[src/rtl/sparce_sasa_ctrl_if.sv]
// Bundle between the CSR/debug requesters, flush/enable/skip controls and the
// SASA table write port.
interface sparce_sasa_ctrl_if;
  logic        csr_req;
  logic [31:0] csr_addr;
  logic [31:0] csr_data;
  logic        csr_gnt;
  logic        dbg_req;
  logic [31:0] dbg_addr;
  logic [31:0] dbg_data;
  logic        dbg_gnt;
  logic        flush_req;
  logic        enable_req;
  logic        skipping;
  logic [31:0] sasa_addr;
  logic [31:0] sasa_data;
  logic        sasa_wen;
  logic        sasa_enable;
  logic        busy;

  modport master (
    output csr_req, csr_addr, csr_data, dbg_req, dbg_addr, dbg_data,
           flush_req, enable_req, skipping,
    input  csr_gnt, dbg_gnt, sasa_addr, sasa_data, sasa_wen, sasa_enable, busy
  );

  modport slave (
    input  csr_req, csr_addr, csr_data, dbg_req, dbg_addr, dbg_data,
           flush_req, enable_req, skipping,
    output csr_gnt, dbg_gnt, sasa_addr, sasa_data, sasa_wen, sasa_enable, busy
  );
endinterface

[src/rtl/sparce_sasa_ctrl.sv]
// SASA table configuration controller: round-robin CSR/debug write arbitration,
// hardware flush of every entry, and ownership of the table lookup enable.
//
// state | meaning
// IDLE  | no write issued last cycle; grants allowed
// WRITE | a granted write is on the table port; further grants allowed
// FLUSH | zeroing entries one per cycle; grants held off
module sparce_sasa_ctrl #(
  parameter int SASA_ENTRIES = 16,
  parameter int IDX_W        = $clog2(SASA_ENTRIES)
) (
  input logic               CLK,
  input logic               nRST,
  sparce_sasa_ctrl_if.slave bus
);

  typedef enum logic [1:0] {IDLE, WRITE, FLUSH} state_t;

  localparam int PAD_W = 30 - IDX_W;

  state_t           state_q;
  logic             rr_last_q;  // 1: debug was granted last
  logic [IDX_W-1:0] idx_q;
  logic [31:0]      addr_q;
  logic [31:0]      data_q;
  logic             wen_q;
  logic             en_q;

  logic can_grant_d;
  logic gnt_csr_d;
  logic gnt_dbg_d;

  assign can_grant_d = nRST && (state_q != FLUSH) && !bus.skipping && !bus.flush_req;
  assign gnt_csr_d   = can_grant_d && bus.csr_req && (!bus.dbg_req || rr_last_q);
  assign gnt_dbg_d   = can_grant_d && bus.dbg_req && (!bus.csr_req || !rr_last_q);

  assign bus.csr_gnt     = gnt_csr_d;
  assign bus.dbg_gnt     = gnt_dbg_d;
  assign bus.busy        = (state_q == FLUSH) || bus.csr_req || bus.dbg_req;
  assign bus.sasa_addr   = addr_q;
  assign bus.sasa_data   = data_q;
  assign bus.sasa_wen    = wen_q;
  assign bus.sasa_enable = en_q;

  function automatic logic [31:0] entry_addr(input logic [IDX_W-1:0] idx);
    return {{PAD_W{1'b0}}, idx, 2'b00};
  endfunction

  // The flush pulse cycle itself issues entry 0, so idx_q holds the next entry
  // to write; once it wraps back to zero the last entry is already out.
  always_ff @(posedge CLK) begin
    if (!nRST) begin
      state_q   <= IDLE;
      rr_last_q <= 1'b1;
      idx_q     <= '0;
      addr_q    <= '0;
      data_q    <= '0;
      wen_q     <= 1'b0;
      en_q      <= 1'b0;
    end else if (bus.flush_req) begin
      state_q <= FLUSH;
      idx_q   <= IDX_W'(1);
      addr_q  <= entry_addr('0);
      data_q  <= '0;
      wen_q   <= 1'b1;
      en_q    <= 1'b0;
    end else if (state_q == FLUSH) begin
      if (idx_q == '0) begin
        state_q <= IDLE;
        wen_q   <= 1'b0;
        en_q    <= bus.enable_req;
      end else begin
        idx_q  <= idx_q + 1'b1;
        addr_q <= entry_addr(idx_q);
        data_q <= '0;
        wen_q  <= 1'b1;
        en_q   <= 1'b0;
      end
    end else if (gnt_csr_d) begin
      state_q   <= WRITE;
      rr_last_q <= 1'b0;
      addr_q    <= bus.csr_addr;
      data_q    <= bus.csr_data;
      wen_q     <= 1'b1;
      en_q      <= bus.enable_req;
    end else if (gnt_dbg_d) begin
      state_q   <= WRITE;
      rr_last_q <= 1'b1;
      addr_q    <= bus.dbg_addr;
      data_q    <= bus.dbg_data;
      wen_q     <= 1'b1;
      en_q      <= bus.enable_req;
    end else begin
      state_q <= IDLE;
      wen_q   <= 1'b0;
      en_q    <= bus.enable_req;
    end
  end

endmodule

[src/flat_wrapper.sv]
// flat-port wrapper written by rule: the top's interface ports become plain ports
module sparce_sasa_ctrl_flat 
#(
  parameter int SASA_ENTRIES = 16,
  parameter int IDX_W        = $clog2(SASA_ENTRIES)
)
  (CLK, nRST, bus_csr_req, bus_csr_addr, bus_csr_data, bus_dbg_req, bus_dbg_addr, bus_dbg_data, bus_flush_req, bus_enable_req, bus_skipping, bus_csr_gnt, bus_dbg_gnt, bus_sasa_addr, bus_sasa_data, bus_sasa_wen, bus_sasa_enable, bus_busy);
  sparce_sasa_ctrl_if bus_i ();
  input logic CLK;
  input logic nRST;
  input wire logic [$bits(bus_i.csr_req)-1:0] bus_csr_req;
  input wire logic [$bits(bus_i.csr_addr)-1:0] bus_csr_addr;
  input wire logic [$bits(bus_i.csr_data)-1:0] bus_csr_data;
  input wire logic [$bits(bus_i.dbg_req)-1:0] bus_dbg_req;
  input wire logic [$bits(bus_i.dbg_addr)-1:0] bus_dbg_addr;
  input wire logic [$bits(bus_i.dbg_data)-1:0] bus_dbg_data;
  input wire logic [$bits(bus_i.flush_req)-1:0] bus_flush_req;
  input wire logic [$bits(bus_i.enable_req)-1:0] bus_enable_req;
  input wire logic [$bits(bus_i.skipping)-1:0] bus_skipping;
  output wire logic [$bits(bus_i.csr_gnt)-1:0] bus_csr_gnt;
  output wire logic [$bits(bus_i.dbg_gnt)-1:0] bus_dbg_gnt;
  output wire logic [$bits(bus_i.sasa_addr)-1:0] bus_sasa_addr;
  output wire logic [$bits(bus_i.sasa_data)-1:0] bus_sasa_data;
  output wire logic [$bits(bus_i.sasa_wen)-1:0] bus_sasa_wen;
  output wire logic [$bits(bus_i.sasa_enable)-1:0] bus_sasa_enable;
  output wire logic [$bits(bus_i.busy)-1:0] bus_busy;
  assign bus_i.csr_req = bus_csr_req;
  assign bus_i.csr_addr = bus_csr_addr;
  assign bus_i.csr_data = bus_csr_data;
  assign bus_i.dbg_req = bus_dbg_req;
  assign bus_i.dbg_addr = bus_dbg_addr;
  assign bus_i.dbg_data = bus_dbg_data;
  assign bus_i.flush_req = bus_flush_req;
  assign bus_i.enable_req = bus_enable_req;
  assign bus_i.skipping = bus_skipping;
  assign bus_csr_gnt = bus_i.csr_gnt;
  assign bus_dbg_gnt = bus_i.dbg_gnt;
  assign bus_sasa_addr = bus_i.sasa_addr;
  assign bus_sasa_data = bus_i.sasa_data;
  assign bus_sasa_wen = bus_i.sasa_wen;
  assign bus_sasa_enable = bus_i.sasa_enable;
  assign bus_busy = bus_i.busy;
  sparce_sasa_ctrl #(.SASA_ENTRIES(SASA_ENTRIES), .IDX_W(IDX_W)) u_core (.CLK(CLK), .nRST(nRST), .bus(bus_i));
endmodule
[config.mk]
export PLATFORM = sky130hd
export DESIGN_NAME = sparce_sasa_ctrl_flat
export DESIGN_NICKNAME = d
export VERILOG_FILES = /design/src/rtl/sparce_sasa_ctrl_if.sv /design/src/rtl/sparce_sasa_ctrl.sv /design/src/flat_wrapper.sv
export SDC_FILE = /design/constraint.sdc
export NUM_CORES = 1
export LEC_CHECK = 0
export BUFFER_PORTS_ARGS = -buffer_cell sky130_fd_sc_hd__buf_4
export CAP_MARGIN = 5
export CORE_AREA = 5 5 71 138
export DETAILED_ROUTE_END_ITERATION = 10
export DIE_AREA = 0 0 76 143
export HOLD_SLACK_MARGIN = 0.08
export PLACE_DENSITY = 0.84
export SLEW_MARGIN = 20
export SYNTH_ARGS = -nofsm -noshare
export SYNTH_HDL_FRONTEND = slang
export SYNTH_SLANG_ARGS = --single-unit
export TNS_END_PERCENT = 10
[constraint.sdc]
create_clock -name CLK -period 2.9 [get_ports CLK]
set_input_delay 0 -clock CLK [delete_from_list [all_inputs] [get_ports CLK]]
set_output_delay 0 -clock CLK [all_outputs]
set_load 0.01 [all_outputs]
==> results.toml, run 1 <==
[synth]
yosys_warnings = 0
synth_edf_count = 0
syn_avg_cell_area_um2 = 10.14
ys_top_cells_by_count = "73 x dfxtp_1, 57 x o21ai_0, 56 x o21a_1, 53 x nor3b_1, 49 x a2bb2oi_2"
yosys-top-cells-area = "dfxtp_1 35%, a2bb2oi_2 18%, o21a_1 10%"
synth_fa_ha_area_share_pct = 0.5988
ys_types = 39
synth_cells = 412
synth_fp_nets = 549
synth_compound_area_share_pct = 38.32
synth_top_family_by_area = "compound AO/OA/AOI/OAI gates"
synth_flop_cell = "dfxtp_1"
yosysSeqAreaShare_pct = 34.97
ys_ff_latch = 73
synth-xor-area-share_pct = 0.4192
synth-simple-area-share_pct = 15.24
muxShareOfSynthArea_pct = 2.635
synth_top_cell_by_area = "dfxtp_1"
post-synth-top-count-cell = "dfxtp_1"
netlist.area_leader.share_pct = 34.97
ys_async_sr_fraction_pct = 0
synth_area_um2 = 4179

[sta]
final_hold_viol_count = 0
tightest_slew_ns = 1.011
rsz0062_at_grt = "false"
finalSetupViolations = 0
totalNegativeSetupSlack_ns = 0
timing.fmax_ghz = 0.3809
hold_slack_ns = 0.09411
setup_slack_ns = 0.2748
worst_clock_skew_ns = 0.006109
finalMaxSlewViolations = 0
fin_crit_ns = 2.625
relSlewSlack_pct = 32.07
post-route-period-util_pct = 90.53

[critical_path]
rrSetupSlack_ns = 0.42
end_kind = "flop"
slowest_stage = "nor4_4"
startpoint_type = "input port"
crit_family = "buffers and inverters"
r2r_start = "u_core.state_q[1]"
crit_chain = "dlygate4sd3_1, buf_4, nand2b_2, nor4_4, mux2i_1, dlygate4sd3_1, o22ai_1"
cp.arrival_ns = 2.82
r2r_end = "u_core.bus.sasa_data[25]"
reg2reg_depth = 5
crit_fanout = 12
cpMostUsedCell = "dlygate4sd3_1"
path_class = "input port to flop"
worst-path-buf-inv = 3
cp.required_ns = 3.09
max_stage_delay_ns = 0.90

[cts]
cts_max_path_buffers = 2
cts_resized = 0
cts_root_buf = "clkbuf_16"
htreeDepth = 3
cts_buffers = 9
cts_sinks = 73
clk_latency_ns = 0.33
cts_setup_buffers = 0
cts_tree = "built"
clk_pin_slew_worst_paths_ns = 0.05
cts_hold_buf = 26

[grt]
grt.overflow.total = 0
grt_pass1_vias = 4078
grt_pass1_wl_um = 20350
gr-usage-all-layers_pct = 23.35
grt_antenna_before_repair = 0
grt_max_degree = 107

[place]
placed_cells = 676
place_hpwl_um = 9309
place.gp.congestion = 0.7723
dpl_worst_slack_ns = 0.9009
port_buffers = 203

[worst_hold_path]
hp-start = "bus_dbg_data[17]"
min_to = "u_core.bus.sasa_data[17]"
hold_class = "input port to flop"
hold_depth = 4

[final_layout]
nets = 750
n_antenna_cell = 0
drive_gt1_share_pct = 46.03
nFillCells = 630
fin_cells = 717
syn_to_final_growth_pct = 47.16

[die]
rows = 48
start_util_pct = 48.66
dieArea_um2 = 10870
die_w_um = 76
die_h_um = 143
pin_count = 204
core_um2 = 8588

[job]
max_cap_viol_count = 0

[power_and_ir_drop]
vdd_drop_max_uv = 397.3
p_total_w = 0.002646
p_leak_nw = 2.472
powerDensity_nw_per_um2 = 430.3

[outcome]
run_status = "complete, no violations"

[detailed_routing]
drt_iter0_drc = 196
vias = 4022
route.detailed.drc = 0
postRouteAntennaNets = 0
wl_um = 13120
wl_per_cell_um = 18.29
first_pass_iters = 4
vias_per_cell = 5.609
state kept, by name, summed over array words and instances (netlist names):
name and count:
u_core.bus.sasa_addr 32, u_core.bus.sasa_data 32, u_core.bus.sasa_enable 1, u_core.bus.sasa_wen 1, u_core.idx_q 4, u_core.rr_last_q 1, u_core.state_q 2
power breakdown:
group | leakage [nW] | internal (W) | switching [W] | total, W
logic | 1.74 | 0.000344 | 0.000252 | 0.000597
clock network | 0.135 | 0.000590 | 0.000383 | 0.000973
registers | 0.593 | 0.00105 | 0.0000296 | 0.00108
total | 2.47 | 0.00198 | 0.000665 | 0.00265
area by class of cell:
cell class | count | area [um2] | share of cell area (%)
sequential | 73 | 1461 | 23.76
inverter | 9 | 35.03 | 0.5697
tap | 100 | 125.1 | 2.035
multi-input combinational | 285 | 2424 | 39.41
clock buffer | 11 | 242.7 | 3.947
timing repair buffer | 235 | 1842 | 29.95
clock inverter | 4 | 20.02 | 0.3255
worst max-delay path by stage:
stage / from / end / cells past startpoint
CTS: bus_flush_req / u_core.bus.sasa_data[25] / 7
detailed placement: bus_skipping / u_core.bus.sasa_addr[5] / 5
global route: bus_flush_req / u_core.bus.sasa_data[25] / 7
floorplan: u_core.idx_q[0] / u_core.bus.sasa_data[17] / 8
finish: bus_flush_req / u_core.bus.sasa_data[25] / 7
global placement: bus_skipping / u_core.bus.sasa_addr[5] / 5
through the flow:
stage	instance area [um2]	utilization, %
after floorplan	4179	-
after global placement	5627	65.52
after detailed placement	5627	65.52
after CTS	6150	71.61
after global routing	6150	71.61
final	6150	71.61
logic make-up after synthesis:
kind of cell | count (synthesis)
AOI/OAI and AO/OA | 183
xor gates and xnor gates | 2
adders and majority gates | 2
buffers and inverters | 54
DFF | 73
muxes | 11
and+or+nand+nor | 87
layout by cell type, fill, tap and decap left out, drive strengths merged:
cell type / instances
o21a: 56
clkinv: 5
nand4: 5
nor3b: 53
nor2: 4
o21ai: 58
o311ai: 1
a21o: 1
dlygate4sd3: 26
ha: 2
a2bb2oi: 53
or4: 1
o22ai: 7
nand4b: 1
and4b: 1
inv: 8
xor2: 1
and3: 1
and2b: 1
nand2b: 9
nor4: 1
o31a: 1
clkbuf: 11
a21oi: 2
xnor2: 1
nor2b: 2
dfxtp: 73
nand2: 8
mux2i: 11
buf: 209
o31ai: 4
per-layer routing:
layer | up-vias | track usage (%) | wire length [um]
met5 | - | 0 | 0
met4 | 0 | 15.10 | 689
met3 | 54 | 7.071 | 852
met2 | 166 | 42.13 | 7178
met1 | 1864 | 22.64 | 4395
li1 | 1938 | - | -
worst min-delay path, cell delays in order:
cell       delay [ns]
buf_4            0.08
o21a_1           0.09
o21ai_0          0.08
a2bb2oi_2        0.13
Power figures use the tool's default switching activity.
==> run 2, diff against run 1 <==
==> constraint.sdc (replaced) <==
create_clock -name CLK -period 2.9 [get_ports CLK]
set_input_delay 0.58 -clock CLK [delete_from_list [all_inputs] [get_ports CLK]]
set_output_delay 0.58 -clock CLK [all_outputs]
set_load 0.01 [all_outputs]
==> results.toml, run 2 (same netlist as run 1, synthesis figures left out) <==
[die]
start_util_pct = 48.66
die_w_um = 76
core_um2 = 8588
dieArea_um2 = 10870
pin_count = 204
die_h_um = 143
rows = 48

[detailed_routing]
vias = 3857
route.detailed.drc = 0
wl_um = 12760
drt_iter0_drc = 166
postRouteAntennaNets = 0
wl_per_cell_um = 18.41
vias_per_cell = 5.566
first_pass_iters = 4

[cts]
htreeDepth = 3
cts_buffers = 9
cts_hold_buf = 0
cts_sinks = 73
clk_pin_slew_worst_paths_ns = 0.05
cts_resized = 0
cts_root_buf = "clkbuf_16"
cts_max_path_buffers = 2
cts_tree = "built"
clk_latency_ns = 0.32
cts_setup_buffers = 0

[sta]
timing.fmax_ghz = 0.4707
finalSetupViolations = 0
post-route-period-util_pct = 73.26
rsz0062_at_grt = "false"
finalMaxSlewViolations = 0
relSlewSlack_pct = 33.88
fin_crit_ns = 2.124
final_hold_viol_count = 0
worst_clock_skew_ns = 0.004982
totalNegativeSetupSlack_ns = 0
tightest_slew_ns = 0.9895

[power_and_ir_drop]
p_sw_w = 0.0006447
powerDensity_nw_per_um2 = 464.3
seqPwrFrac_pct = 39.0
p_leak_nw = 2.399
clkPwrFrac_pct = 40.6
combPwrFrac_pct = 20.4
vdd_drop_max_uv = 418.8
p_int_w = 0.002121
p_sw_share_pct = 23.31

[worst_hold_path]
hp-start = "u_core.bus.sasa_addr[24]"
hold_class = "flop to flop"
min_to = "u_core.bus.sasa_addr[24]"
hold_depth = 2

[critical_path]
rrSetupSlack_ns = 0.81
startpoint_type = "input port"
path_class = "input port to primary output"
end_kind = "primary output"
cp.required_ns = 2.32
cp.arrival_ns = 1.54
reg2reg_depth = 8
r2r_end = "u_core.bus.sasa_data[28]"
crit_fanout = 6
r2r_start = "u_core.idx_q[0]"

[outcome]
run_status = "complete, no violations"

[place]
place.gp.congestion = 0.7937
placed_cell_area_um2 = 5642
port_buffers = 203
place_hpwl_um = 9702

[final_layout]
layout_common_cells = "210 x buf_4, 73 x dfxtp_1, 57 x o21ai_0, 56 x o21a_1, 53 x nor3b_1"
nFillCells = 649
final_area_um2 = 5957
drive_gt1_share_pct = 48.40
syn_to_final_growth_pct = 42.54
nets = 726
final_common_cell = "buf_4"
n_antenna_cell = 0

[grt]
grt_antenna_before_repair = 0
grt.overflow.total = 0
grt_pass1_wl_um = 20000
gr-usage-all-layers_pct = 22.91
grt_max_degree = 107
grt_pass1_vias = 3985

[job]
max_cap_viol_count = 0
==> run 2: cell count changes in the layout (fill, tap and decap cells not counted) <==
cell | previous run | this run
clkbuf_1 | 1 | 0
bufinv_16 | 0 | 1
buf_4 | 208 | 210
dlygate4sd3_1 | 26 | 0
clkbuf_8 | 1 | 4
clkinv_2 | 5 | 2
==> run 2: power by group through the flow <==
stage	clock, W	sequential [W]	combinational [W]
finish	0.00112	0.00108	0.000565
floorplan	0	0.00111	0.000315
CTS	0.00115	0.00108	0.000568
global placement	0	0.00110	0.000549
global route	0.00120	0.00108	0.000610
detailed placement	0	0.00110	0.000565
==> run 2: cell type report <==
class / count / area (um2) / share of cell area (%)
Clock inverter: 2 / 35.03 / 0.5881
Multi-Input combinational cell: 285 / 2424 / 40.68
Tap cell: 100 / 125.1 / 2.100
Sequential cell: 73 / 1461 / 24.53
Inverter: 9 / 35.03 / 0.5881
Clock buffer: 13 / 280.3 / 4.705
Timing Repair Buffer: 211 / 1597 / 26.80
==> run 2: worst max path at each step <==
stage | start | slack (ns) | endpoint
floorplan | bus_skipping | 0.93 | bus_csr_gnt
finish | bus_flush_req | 0.78 | bus_csr_gnt
CTS | bus_flush_req | 0.78 | bus_csr_gnt
detailed placement | bus_csr_req | 0.54 | u_core.bus.sasa_data[28]
global route | u_core.idx_q[0] | 0.62 | u_core.bus.sasa_data[31]
global placement | bus_flush_req | 0.62 | u_core.bus.sasa_addr[8]
==> run 2: routing by layer <==
layer  vias up  routed length [um]  track usage (%)
li1       1888                   -                -
met1      1785                4384            22.71
met2       141                7023            41.50
met3        43                 722            6.376
met4         0                 629            14.07
met5         -                   0                0
==> run 2: through the flow <==
step	setup slack (ns)	std cells	util, %	power (W)	hold WS (ns)
after floorplan	0.9346	412	-	0.001426	0.4752
after global placement	0.6233	678	65.69	0.001645	0.4617
after detailed placement	0.5383	678	65.69	0.001663	0.4661
after CTS	0.7847	693	69.36	0.002796	0.4721
after global routing	0.6176	693	69.36	0.002892	0.4883
final	0.7755	693	69.36	0.002766	0.4776
==> run 2: worst max-delay path, cell delays in order <==
cell      delay (ns)
buf_4           0.13
nand2b_2        0.25
nor4_4          0.39
buf_4           0.19
